### src/rtl/ula_muldiv_pkg.sv
// Shared definitions for the iterative RV32M multiply/divide unit:
// funct3 operation codes and FSM state encodings.
package ula_muldiv_pkg;

  typedef enum logic [2:0] {
    MD_MUL    = 3'b000,
    MD_MULH   = 3'b001,
    MD_MULHSU = 3'b010,
    MD_MULHU  = 3'b011,
    MD_DIV    = 3'b100,
    MD_DIVU   = 3'b101,
    MD_REM    = 3'b110,
    MD_REMU   = 3'b111
  } md_op_e;

  typedef enum logic [1:0] {
    ST_IDLE = 2'd0,
    ST_CALC = 2'd1,
    ST_FIX  = 2'd2,
    ST_DONE = 2'd3
  } md_state_e;

endpackage

### src/rtl/ula_muldiv_step.sv
// One radix-2 iteration: shift-add for multiply, restoring trial subtract for divide.
// {hi, lo} is the 2*XLEN accumulator; m is the multiplicand or divisor magnitude.
module ula_muldiv_step #(
  parameter int unsigned XLEN = 32
) (
  input  logic            is_div,
  input  logic [XLEN-1:0] hi,
  input  logic [XLEN-1:0] lo,
  input  logic [XLEN-1:0] m,
  output logic [XLEN-1:0] hi_next,
  output logic [XLEN-1:0] lo_next
);

  logic [XLEN:0]   sum;
  logic [XLEN:0]   shifted;
  logic [XLEN+1:0] diff;

  always_comb begin
    hi_next = hi;
    lo_next = lo;
    sum     = {1'b0, hi} + ({1'b0, m} & {(XLEN+1){lo[0]}});
    shifted = {hi, lo[XLEN-1]};
    diff    = {1'b0, shifted} - {2'b00, m};
    if (is_div) begin
      // Partial remainder is always < m, so a successful subtract fits in XLEN bits.
      if (!diff[XLEN+1]) begin
        hi_next = diff[XLEN-1:0];
        lo_next = {lo[XLEN-2:0], 1'b1};
      end else begin
        hi_next = shifted[XLEN-1:0];
        lo_next = {lo[XLEN-2:0], 1'b0};
      end
    end else begin
      hi_next = sum[XLEN:1];
      lo_next = {sum[0], lo[XLEN-1:1]};
    end
  end

endmodule

### src/rtl/ula_muldiv.sv
// Iterative RV32M multiply/divide unit: magnitude datapath over XLEN cycles,
// then sign fix-up and result selection, with a one-cycle done pulse.
module ula_muldiv
  import ula_muldiv_pkg::*;
#(
  parameter int unsigned XLEN  = 32,
  parameter int unsigned CNT_W = 6
) (
  input  logic            clk,
  input  logic            reset,
  input  logic            start_in,
  input  logic [2:0]      select_md,
  input  logic [XLEN-1:0] data1_in,
  input  logic [XLEN-1:0] data2_in,
  output logic            busy_out,
  output logic            done_out,
  output logic [XLEN-1:0] data_out,
  output logic            div_zero
);

  md_state_e       state, state_next;
  md_op_e          op_in, op_q;
  logic            is_div_q, neg_q, dz_q;
  logic [XLEN-1:0] hi_q, lo_q, m_q, dividend_q;
  logic [CNT_W-1:0] cnt_q;
  logic [XLEN-1:0] hi_step, lo_step;

  logic            a_signed, b_signed, a_neg, b_neg, is_div_in;
  logic [XLEN-1:0] a_mag, b_mag;
  logic [2*XLEN-1:0] prod_fix;
  logic [XLEN-1:0] q_fix, r_fix, result_fix;

  always_comb begin
    op_in     = md_op_e'(select_md);
    is_div_in = select_md[2];
    a_signed  = (op_in == MD_MULH) || (op_in == MD_MULHSU) || (op_in == MD_DIV) || (op_in == MD_REM);
    b_signed  = (op_in == MD_MULH) || (op_in == MD_DIV) || (op_in == MD_REM);
    a_neg     = a_signed & data1_in[XLEN-1];
    b_neg     = b_signed & data2_in[XLEN-1];
    a_mag     = a_neg ? -data1_in : data1_in;
    b_mag     = b_neg ? -data2_in : data2_in;
  end

  ula_muldiv_step #(.XLEN(XLEN)) u_step (
    .is_div  (is_div_q),
    .hi      (hi_q),
    .lo      (lo_q),
    .m       (m_q),
    .hi_next (hi_step),
    .lo_next (lo_step)
  );

  always_ff @(posedge clk or posedge reset) begin
    if (reset) state <= ST_IDLE;
    else       state <= state_next;
  end

  always_comb begin
    state_next = state;
    busy_out   = 1'b0;
    done_out   = 1'b0;
    case (state)
      ST_IDLE: if (start_in) state_next = ST_CALC;
      ST_CALC: begin
        busy_out = 1'b1;
        if (cnt_q == CNT_W'(XLEN - 1)) state_next = ST_FIX;
      end
      ST_FIX: begin
        busy_out   = 1'b1;
        state_next = ST_DONE;
      end
      ST_DONE: begin
        busy_out   = 1'b1;
        done_out   = 1'b1;
        state_next = ST_IDLE;
      end
      default: state_next = ST_IDLE;
    endcase
  end

  // A zero divisor bypasses sign fix-up: the magnitude quotient is already all ones.
  always_comb begin
    prod_fix = neg_q ? -{hi_q, lo_q} : {hi_q, lo_q};
    q_fix    = neg_q ? -lo_q : lo_q;
    r_fix    = neg_q ? -hi_q : hi_q;
    case (op_q)
      MD_MUL:                       result_fix = prod_fix[XLEN-1:0];
      MD_MULH, MD_MULHSU, MD_MULHU: result_fix = prod_fix[2*XLEN-1:XLEN];
      MD_DIV, MD_DIVU:              result_fix = dz_q ? '1 : q_fix;
      default:                      result_fix = dz_q ? dividend_q : r_fix;
    endcase
  end

  always_ff @(posedge clk or posedge reset) begin
    if (reset) begin
      op_q       <= MD_MUL;
      is_div_q   <= 1'b0;
      neg_q      <= 1'b0;
      dz_q       <= 1'b0;
      hi_q       <= '0;
      lo_q       <= '0;
      m_q        <= '0;
      dividend_q <= '0;
      cnt_q      <= '0;
      data_out   <= '0;
      div_zero   <= 1'b0;
    end else begin
      case (state)
        ST_IDLE: if (start_in) begin
          op_q       <= op_in;
          is_div_q   <= is_div_in;
          neg_q      <= ((op_in == MD_REM) || (op_in == MD_REMU)) ? a_neg : (a_neg ^ b_neg);
          dz_q       <= is_div_in && (data2_in == '0);
          hi_q       <= '0;
          lo_q       <= is_div_in ? a_mag : b_mag;
          m_q        <= is_div_in ? b_mag : a_mag;
          dividend_q <= data1_in;
          cnt_q      <= '0;
        end
        ST_CALC: begin
          hi_q  <= hi_step;
          lo_q  <= lo_step;
          cnt_q <= cnt_q + 1'b1;
        end
        ST_FIX: begin
          data_out <= result_fix;
          div_zero <= dz_q;
        end
        default: ;
      endcase
    end
  end

endmodule

### config.mk
export PLATFORM = sky130hd
export DESIGN_NAME = ula_muldiv
export DESIGN_NICKNAME = d
export VERILOG_FILES = /design/src/rtl/ula_muldiv_pkg.sv /design/src/rtl/ula_muldiv_step.sv /design/src/rtl/ula_muldiv.sv
export SDC_FILE = /design/constraint.sdc
export NUM_CORES = 1
export LEC_CHECK = 0
export ABC_CLOCK_PERIOD_IN_PS = 13600
export BUFFER_PORTS_ARGS = -buffer_cell sky130_fd_sc_hd__buf_4
export CORE_MARGIN = 2
export CORE_UTILIZATION = 50
export CTS_CLUSTER_SIZE = 8
export DETAILED_ROUTE_END_ITERATION = 7
export GPL_TIMING_DRIVEN = 1
export PLACE_DENSITY = 0.68
export SLEW_MARGIN = 20
export SYNTH_ARGS = -nofsm -noshare
export SYNTH_HDL_FRONTEND = slang
export SYNTH_SLANG_ARGS = --single-unit
### constraint.sdc
create_clock -name clk -period 13.6 [get_ports clk]
set_input_delay 3.4 -clock clk [delete_from_list [all_inputs] [get_ports clk]]
set_output_delay 3.4 -clock clk [all_outputs]
set_load 0.005 [all_outputs]
### Word-level counts from Yosys, hierarchy flattened

Index checks and enable logic that the tools add are counted.
Widths: inputs -> output; s select.

* eq/ne operators: 16
* mux-type cells: 26
* bitwise operators: 4
* reduce and logical (&&, ||, !) cells: 17
* $add $sub $neg: 8

Operator list (number)
* $mux 32: 13
* $neg 32->32: 4
* $pmux 32 s2: 2
* $pmux 32 s3: 1
* $mux 64: 1
* $neg 64->64: 1
* $sub 33x32->34: 1
* $add 32x33->33: 1
* $and 32x33->33: 1
* $logic_not 32->1: 1
* $eq 3x3->1 const B: 5
* $pmux 6 s2: 1
* $eq 3x2->1 const B: 3
* $pmux 2 s4: 1
* $add 6x1->6 const B: 1
* $eq 3x1->1 const B: 2
* $eq 6x5->1 const B: 1
* $logic_or 1x1->1: 6
* $mux 6: 1
* $reduce_and 2->1: 3
* $reduce_or 3->1: 2
* $eq 2x2->1 const B: 2
* $mux 1: 4
* $mux 2: 2
* other kinds (9): 11

* bits in registers: 175
* output and inout port bits: 35
* input bits: 70
* word-level logic and storage cells: 83

### Logic depth before layout (Yosys ltp)

Gate-level depths: netlist of the first run.

* depth after elaboration: 9
* mapped depth: 14
* gate-level depth less buffers: 13

### Hierarchy

A second synthesis of the first run with hierarchy kept.

* cell total of the unflattened synthesis: 2124
* area, all modules: 16449.5 um^2

By module, submodules not included
* ula_muldiv: sequential area each 4354.2 um^2, cells an instance 1435, area each 11772.5 um^2, times used 1
* ula_muldiv_step: sequential area each 0.0 um^2, cells an instance 689, area each 4677.0 um^2, times used 1

### Worst setup path before layout of the first run

Ideal clock, no wire load.

* path kind: input to register
* start point: input port data2_in[12]
* end point: register lo_q[29]
* required time: 13461 ps
* arrival time: 5987 ps
* path slack: 7474 ps
* buffers on the path: 1
* library setup time: 139 ps
* stages: 8
* cells stage by stage: or4_1 -> or4_1 -> clkbuf_1 -> or4_1 -> or4_1 -> o31ai_1 -> xor2_1 -> o221ai_1

* word-level cells in the longest chain between the ends: 5

Ends and longest elaborated chain
* start: declaration: line ula_muldiv.sv:14 `input logic [XLEN-1:0] data2_in,`
* $neg 32->32: line ula_muldiv.sv:41 `b_mag = b_neg ? -data2_in : data2_in;`
* $mux 32: line ula_muldiv.sv:41
* $mux 32: line ula_muldiv.sv:115 `lo_q <= is_div_in ? a_mag : b_mag;`
* $mux 32: line ula_muldiv.sv:109 `ST_IDLE: if (start_in) begin`
* $pmux 32 s2: line ula_muldiv.sv:108 `case (state)`
* end signal: assignment: line ula_muldiv.sv:115
* end signal: assignment: line ula_muldiv.sv:122 `lo_q <= lo_step;`
* end: declaration: line ula_muldiv.sv:24 `logic [XLEN-1:0] hi_q, lo_q, m_q, dividend_q;`

Every way passes these cells. The select of a mux whose other input is x is not followed.
A chain may end at the register's enable or synchronous reset.

### Worst setup path in the final report of the first run

* start point: input port data1_in[9]
* end point: register lo_q[26]

* word-level cells in the longest chain between the ends: 5

Ends and longest elaborated chain
* start: declaration: line ula_muldiv.sv:13 `input logic [XLEN-1:0] data1_in,`
* $neg 32->32: line ula_muldiv.sv:40 `a_mag = a_neg ? -data1_in : data1_in;`
* $mux 32: line ula_muldiv.sv:40
* $mux 32: line ula_muldiv.sv:115
* $mux 32: line ula_muldiv.sv:109
* $pmux 32 s2: line ula_muldiv.sv:108

Every way passes these cells. The select of a mux whose other input is x is not followed.

==> flow_summary.yaml, run 1 <==
min_path:
  min_path_type: "reg -> reg"
  hp-start: "data_out[7]"
yosys:
  synthArstFlopShare: 1.00
  synth_nets: 2159
  post_synth.cell_area_avg_sq_um: 7.81
  synth_area_sq_um: 15700
  synthFlopType: "dfrtp_1"
  synth_edf_count: 0
  synthCells: 2013
  ys_types: 75
  seq_area_frac_synth: 0.277
  synth-seq-cells: 174
  ys_warn_count: 0
global_route:
  grt_max_degree: 92
  grt_pass1_vias: 14400
  gr-total-overflow: 0
  grt_pass1_wl_um: 85600
  antenna_found_initial: 0
  grt_usage: 0.337
power:
  leakage_nw: 7.30
  power-per-cell-area_nw_per_um2: 281
  peakVddDrop_v: 0.000269
  netSwitchingFraction: 0.522
  p_clk_frac: 0.106
  p_int_mw: 2.32
  p_switching_mw: 2.53
  p_seq_frac: 0.235
  power_frac_comb: 0.660
worst_setup_path:
  criticalPathCategory: "in -> reg"
  worst_setup_path_end_kind: "register"
  cp.arrival_ns: 6.51
  path_max_fanout: 4
  slowest_stage: "nor4b_1"
  cp-start-kind: "input port"
  rr_startpoint: "lo_q[0]"
  crit_path_cell_trace: "buf_4 -> or4_1 -> nor4_1 -> nor4b_1 -> and3_1 -> a21oi_1 -> xnor2_1 -> mux2i_1 -> o21ai_0 -> a21oi_1"
  critPathTopFamily: "simple AND/OR/NAND/NOR gates"
  crit_top_cell: "a21oi_1"
  critPathBufInv: 1
  critPathMaxStageDelay_ns: 0.84
  cp.required_ns: 13.91
  cp-startpoint: "data1_in[9]"
clock_tree:
  cts-root-buf: "clkbuf_16"
  ctsResizeCount: 0
  clk_pin_slew_ns: 0.08
  clkSinkCount: 174
  clock_latency_ns: 0.45
  ctsHtreeMaxLevel: 4
  clockBufferDepth: 2
  cts_buffers: 17
  post-cts-setup-buffers: 0
  cts_tree: "done"
  hold_buffers: 0
final_layout:
  ff_latch_area_sq_um: 4360
  post-route-util: 0.561
  multiInputGateArea_sq_um: 10600
  area_growth_pct: 9.65
  final_common_cell: "nand2_1"
  n_antenna_cell: 0
  num-fill-cells: 2956
  mostFrequentLayoutCells: "nand2_1, nor2_1, a21oi_1"
  nets: 2164
  drive_above_1_share: 0.113
route:
  vias: 15800
  post_drt_wl_per_cell_um: 23.1
  wirelength_um: 56000
  drcViolationCount: 0
  drt-vias-per-instance: 6.50
  drt_iter0_drc: 1920
  ant_nets: 0
  first_pass_iters: 6
placed_design:
  gp_congestion: 0.976
  io_buffer_count: 104
  dp_hpwl_um: 42300
sta:
  relSlewSlack: 0.242
  rsz0062_at_grt: "false"
  drv_slew: 0
  max_freq_mhz: 161
  timing.final.crit_share: 0.455
  final-setup-viol-count: 0
  worst_pin_slew_ns: 1.13
  finalHoldViolCount: 0
  fin_crit_ns: 6.19
  finalClockSkew_ns: 0.0157
  fin_tns_setup_ns: 0
die:
  start_util: 0.511
  die_h_um: 181
  rows: 64
  die_x_um: 181
  boundaryPins: 105
  die_area_sq_um: 32900
  coreArea_sq_um: 30700
flow_run:
  cap_viol_max_count: 0
run_status:
  status: "finished clean"
==> synthesized netlist by cell type, drive strengths merged (13+ instances only) <==
cell type,n,area [sq um]
a21o,24,180
o221ai,22,193
o21a,13,97.6
a31oi,21,131
nand3,26,130
a21oi,185,930
a211oi,17,128
xor2,74,648
ha,74,926
inv,73,274
a221oi,19,166
nor4,14,87.6
a22oi,27,203
clkbuf,125,470
nor3,20,100
mux2i,47,470
or4,24,188
o21ai,183,920
nor2,204,773
nand2b,13,81.3
o211ai,13,97.6
o41ai,16,140
o31ai,25,188
xnor2,128,1120
or3,20,135
nand2,228,856
dfrtp,174,4350
mux2,45,507
==> per-layer routing <==
| layer | wire length (um) | global-route usage | share of wire | vias to the layer above |
|---|---|---|---|---|
| li1 | - | - | - | 7250 |
| met1 | 24000 | 0.472 | 0.43 | 7622 |
| met2 | 24900 | 0.519 | 0.44 | 800 |
| met3 | 4820 | 0.0536 | 0.086 | 104 |
| met4 | 2300 | 0.137 | 0.041 | 0 |
| met5 | 0 | 0 | 0 | - |
==> metrics by stage <==
stage               area (sq um)  hold slack, ns  cells  total power [mW]  worst slack (ns)
floorplan                  15700           0.439   2013              3.33              5.48
global placement           16700           0.463   2395              4.19              7.06
detailed placement         16700           0.470   2395              4.23              6.99
CTS                        17200           0.485   2426              4.76              7.45
global route               17200           0.504   2426              5.18              7.19
finish                     17200           0.480   2426              4.85              7.41
==> sequential cells by signal, summed over array words and instances (netlist names) <==
| register | count |
|---|---|
| cnt_q | 6 |
| data_out | 32 |
| div_zero | 1 |
| dividend_q | 32 |
| dz_q | 1 |
| hi_q | 32 |
| lo_q | 32 |
| m_q | 32 |
| neg_q | 1 |
| op_q | 3 |
| state | 2 |
==> cells by family after synthesis <==
group	after synthesis	share of synthesized area
flip-flops	174	0.277
buffers and inverters	212	0.0512
adder cells (fa/ha/maj)	76	0.0614
XOR/XNOR	202	0.113
multiplexers	92	0.0622
AND/OR/NAND/NOR	619	0.180
AO/OA/AOI/OAI	638	0.256
==> final timing paths <==
kind / slack, ns / depth (start not counted) / to
worst max register to register: 8.73 / 13 / hi_q[30]
max in group asynchronous: 8.52 / 4 / data_out[23]
worst max-delay path: 7.41 / 10 / lo_q[26]
worst min-delay path: 0.48 / 1 / data_out[7]
worst min register to register: 0.48 / 1 / data_out[7]
min in group asynchronous: 2.99 / 2 / cnt_q[4]
==> cell type report <==
class	instances	share of cell area
inverter	75	0.0166
timing repair buffer	123	0.0536
clock buffer	19	0.0263
multi-input combinational	1627	0.614
clock inverter	12	0.00777
sequential	174	0.253
tap	396	0.0287
==> power groups by stage <==
stage               Clock, mW  Sequential, mW  Combinational [mW]
floorplan                   0           0.914                2.42
global placement            0            1.12                3.07
detailed placement          0            1.13                3.10
CTS                     0.513            1.12                3.13
global route            0.536            1.16                3.49
finish                  0.512            1.14                3.20
Note: power is estimated with default switching activity, not from simulation.
==> inputs of run 2 (changes only) <==
ABC_CLOCK_PERIOD_IN_PS = 5530   (was 13600)
PLACE_DENSITY = 0.7   (was 0.68)
clock period = 5.53 ns   (was 13.6 ns; I/O delays follow)
==> flow_summary.yaml, run 2 (synthesis gave the netlist of run 1 again) <==
run_status:
  status: "finished clean"
final_layout:
  design_area_sq_um: 17300
  final_common_cell: "nand2_1"
  n_antenna_cell: 0
  area_growth_pct: 10.4
  drive_above_1_share: 0.118
  post-route-util: 0.564
  instances_no_fill: 2439
  num-fill-cells: 2961
  mostFrequentLayoutCells: "nand2_1, nor2_1, a21oi_1"
  nets: 2176
die:
  die_area_sq_um: 32900
  die_x_um: 181
  die_h_um: 181
  boundaryPins: 105
  start_util: 0.511
  rows: 64
  coreArea_sq_um: 30700
clock_tree:
  post-cts-setup-buffers: 0
  hold_buffers: 0
  clockBufferDepth: 2
  ctsHtreeMaxLevel: 4
  cts-root-buf: "clkbuf_16"
  cts_buffers: 17
  clkSinkCount: 174
  clk_pin_slew_ns: 0.09
  ctsResizeCount: 0
  cts_tree: "done"
  clock_latency_ns: 0.47
power:
  peakVddDrop_v: 0.000429
  leakage_nw: 7.37
  power-per-cell-area_nw_per_um2: 693
  total_power_mw: 12.0
sta:
  max_freq_mhz: 236
  final-setup-viol-count: 0
  drv_slew: 0
  rsz0062_at_grt: "false"
  worst_pin_slew_ns: 0.883
  fin_crit_ns: 4.23
  timing.final.crit_share: 0.765
  finalClockSkew_ns: 0.0191
  setup_ws_ns: 1.30
  whs_ns: 0.480
  fin_tns_setup_ns: 0
  relSlewSlack: 0.411
  finalHoldViolCount: 0
worst_setup_path:
  cp.required_ns: 5.86
  cp.arrival_ns: 4.56
  r2r-end: "hi_q[30]"
  rr_worst_depth: 14
  cp-start-kind: "register"
  worst_setup_path_end_kind: "register"
  rr_startpoint: "lo_q[0]"
  cp-startpoint: "lo_q[0]"
  r2r_setup_slack_ns: 1.30
  criticalPathCategory: "reg -> reg"
  path_max_fanout: 18
global_route:
  grt_max_degree: 107
  grt_usage: 0.347
  grt_pass1_wl_um: 87300
  grt_pass1_vias: 14400
  gr-total-overflow: 0
  antenna_found_initial: 0
flow_run:
  cap_viol_max_count: 0
route:
  post_drt_wl_per_cell_um: 23.5
  wirelength_um: 57200
  first_pass_iters: 6
  drcViolationCount: 0
  drt_iter0_drc: 1665
  drt-vias-per-instance: 6.47
  vias: 15800
  ant_nets: 0
placed_design:
  io_buffer_count: 104
  dp_hpwl_um: 43600
  gp_congestion: 0.991
  postPlaceCellArea_sq_um: 16800
  place_ws_ns: 1.12
  placedCellCount: 2406
min_path:
  whs_path_depth: 1
  hp-start: "data_out[7]"
  min_to: "data_out[7]"
  min_path_type: "reg -> reg"
run 2: final cells by class:
type / count / area, sq um / share of cell area
Timing Repair Buffer: 135 / 1050 / 0.0606
Inverter: 75 / 285 / 0.0164
Clock buffer: 18 / 429 / 0.0247
Sequential cell: 174 / 4360 / 0.251
Tap cell: 396 / 495 / 0.0286
Clock inverter: 14 / 143 / 0.00822
Multi-Input combinational cell: 1627 / 10600 / 0.610
run 2: how the worst max path moves through the flow:
stage	endpoint	slack (ns)	cells after the start
floorplan	lo_q[29]	1.42	8
global placement	lo_q[29]	1.14	8
detailed placement	lo_q[29]	1.12	8
CTS	hi_q[30]	1.37	14
global route	hi_q[30]	1.04	14
finish	hi_q[30]	1.30	14
run 2: critical path: stages, from the launching register on:
cell and delay [ns]:
dfrtp_1 0.49, inv_1 0.53, buf_4 0.35, nor2_1 0.09, ha_1 0.38, nand2_1 0.06
o21ai_0 0.27, or3b_2 0.55, a21oi_1 0.26, o311ai_0 0.17, buf_4 0.18, o31ai_1 0.26
xor2_1 0.11, a221oi_1 0.25, o21ai_0 0.12
run 2: per-layer routing:
metal | share of wire | global-route usage | vias to the layer above
met5 | 0 | 0 | -
met4 | 0.047 | 0.162 | 0
met3 | 0.084 | 0.0633 | 109
met2 | 0.43 | 0.516 | 782
met1 | 0.44 | 0.486 | 7605
li1 | - | - | 7283
run 2: power by group:
group | internal (mW) | switching (mW) | leakage [nW]
Combinational | 3.21 | 4.81 | 4.94
Sequential | 1.86 | 0.908 | 2.15
Clock | 0.605 | 0.624 | 0.283
Total | 5.67 | 6.35 | 7.37
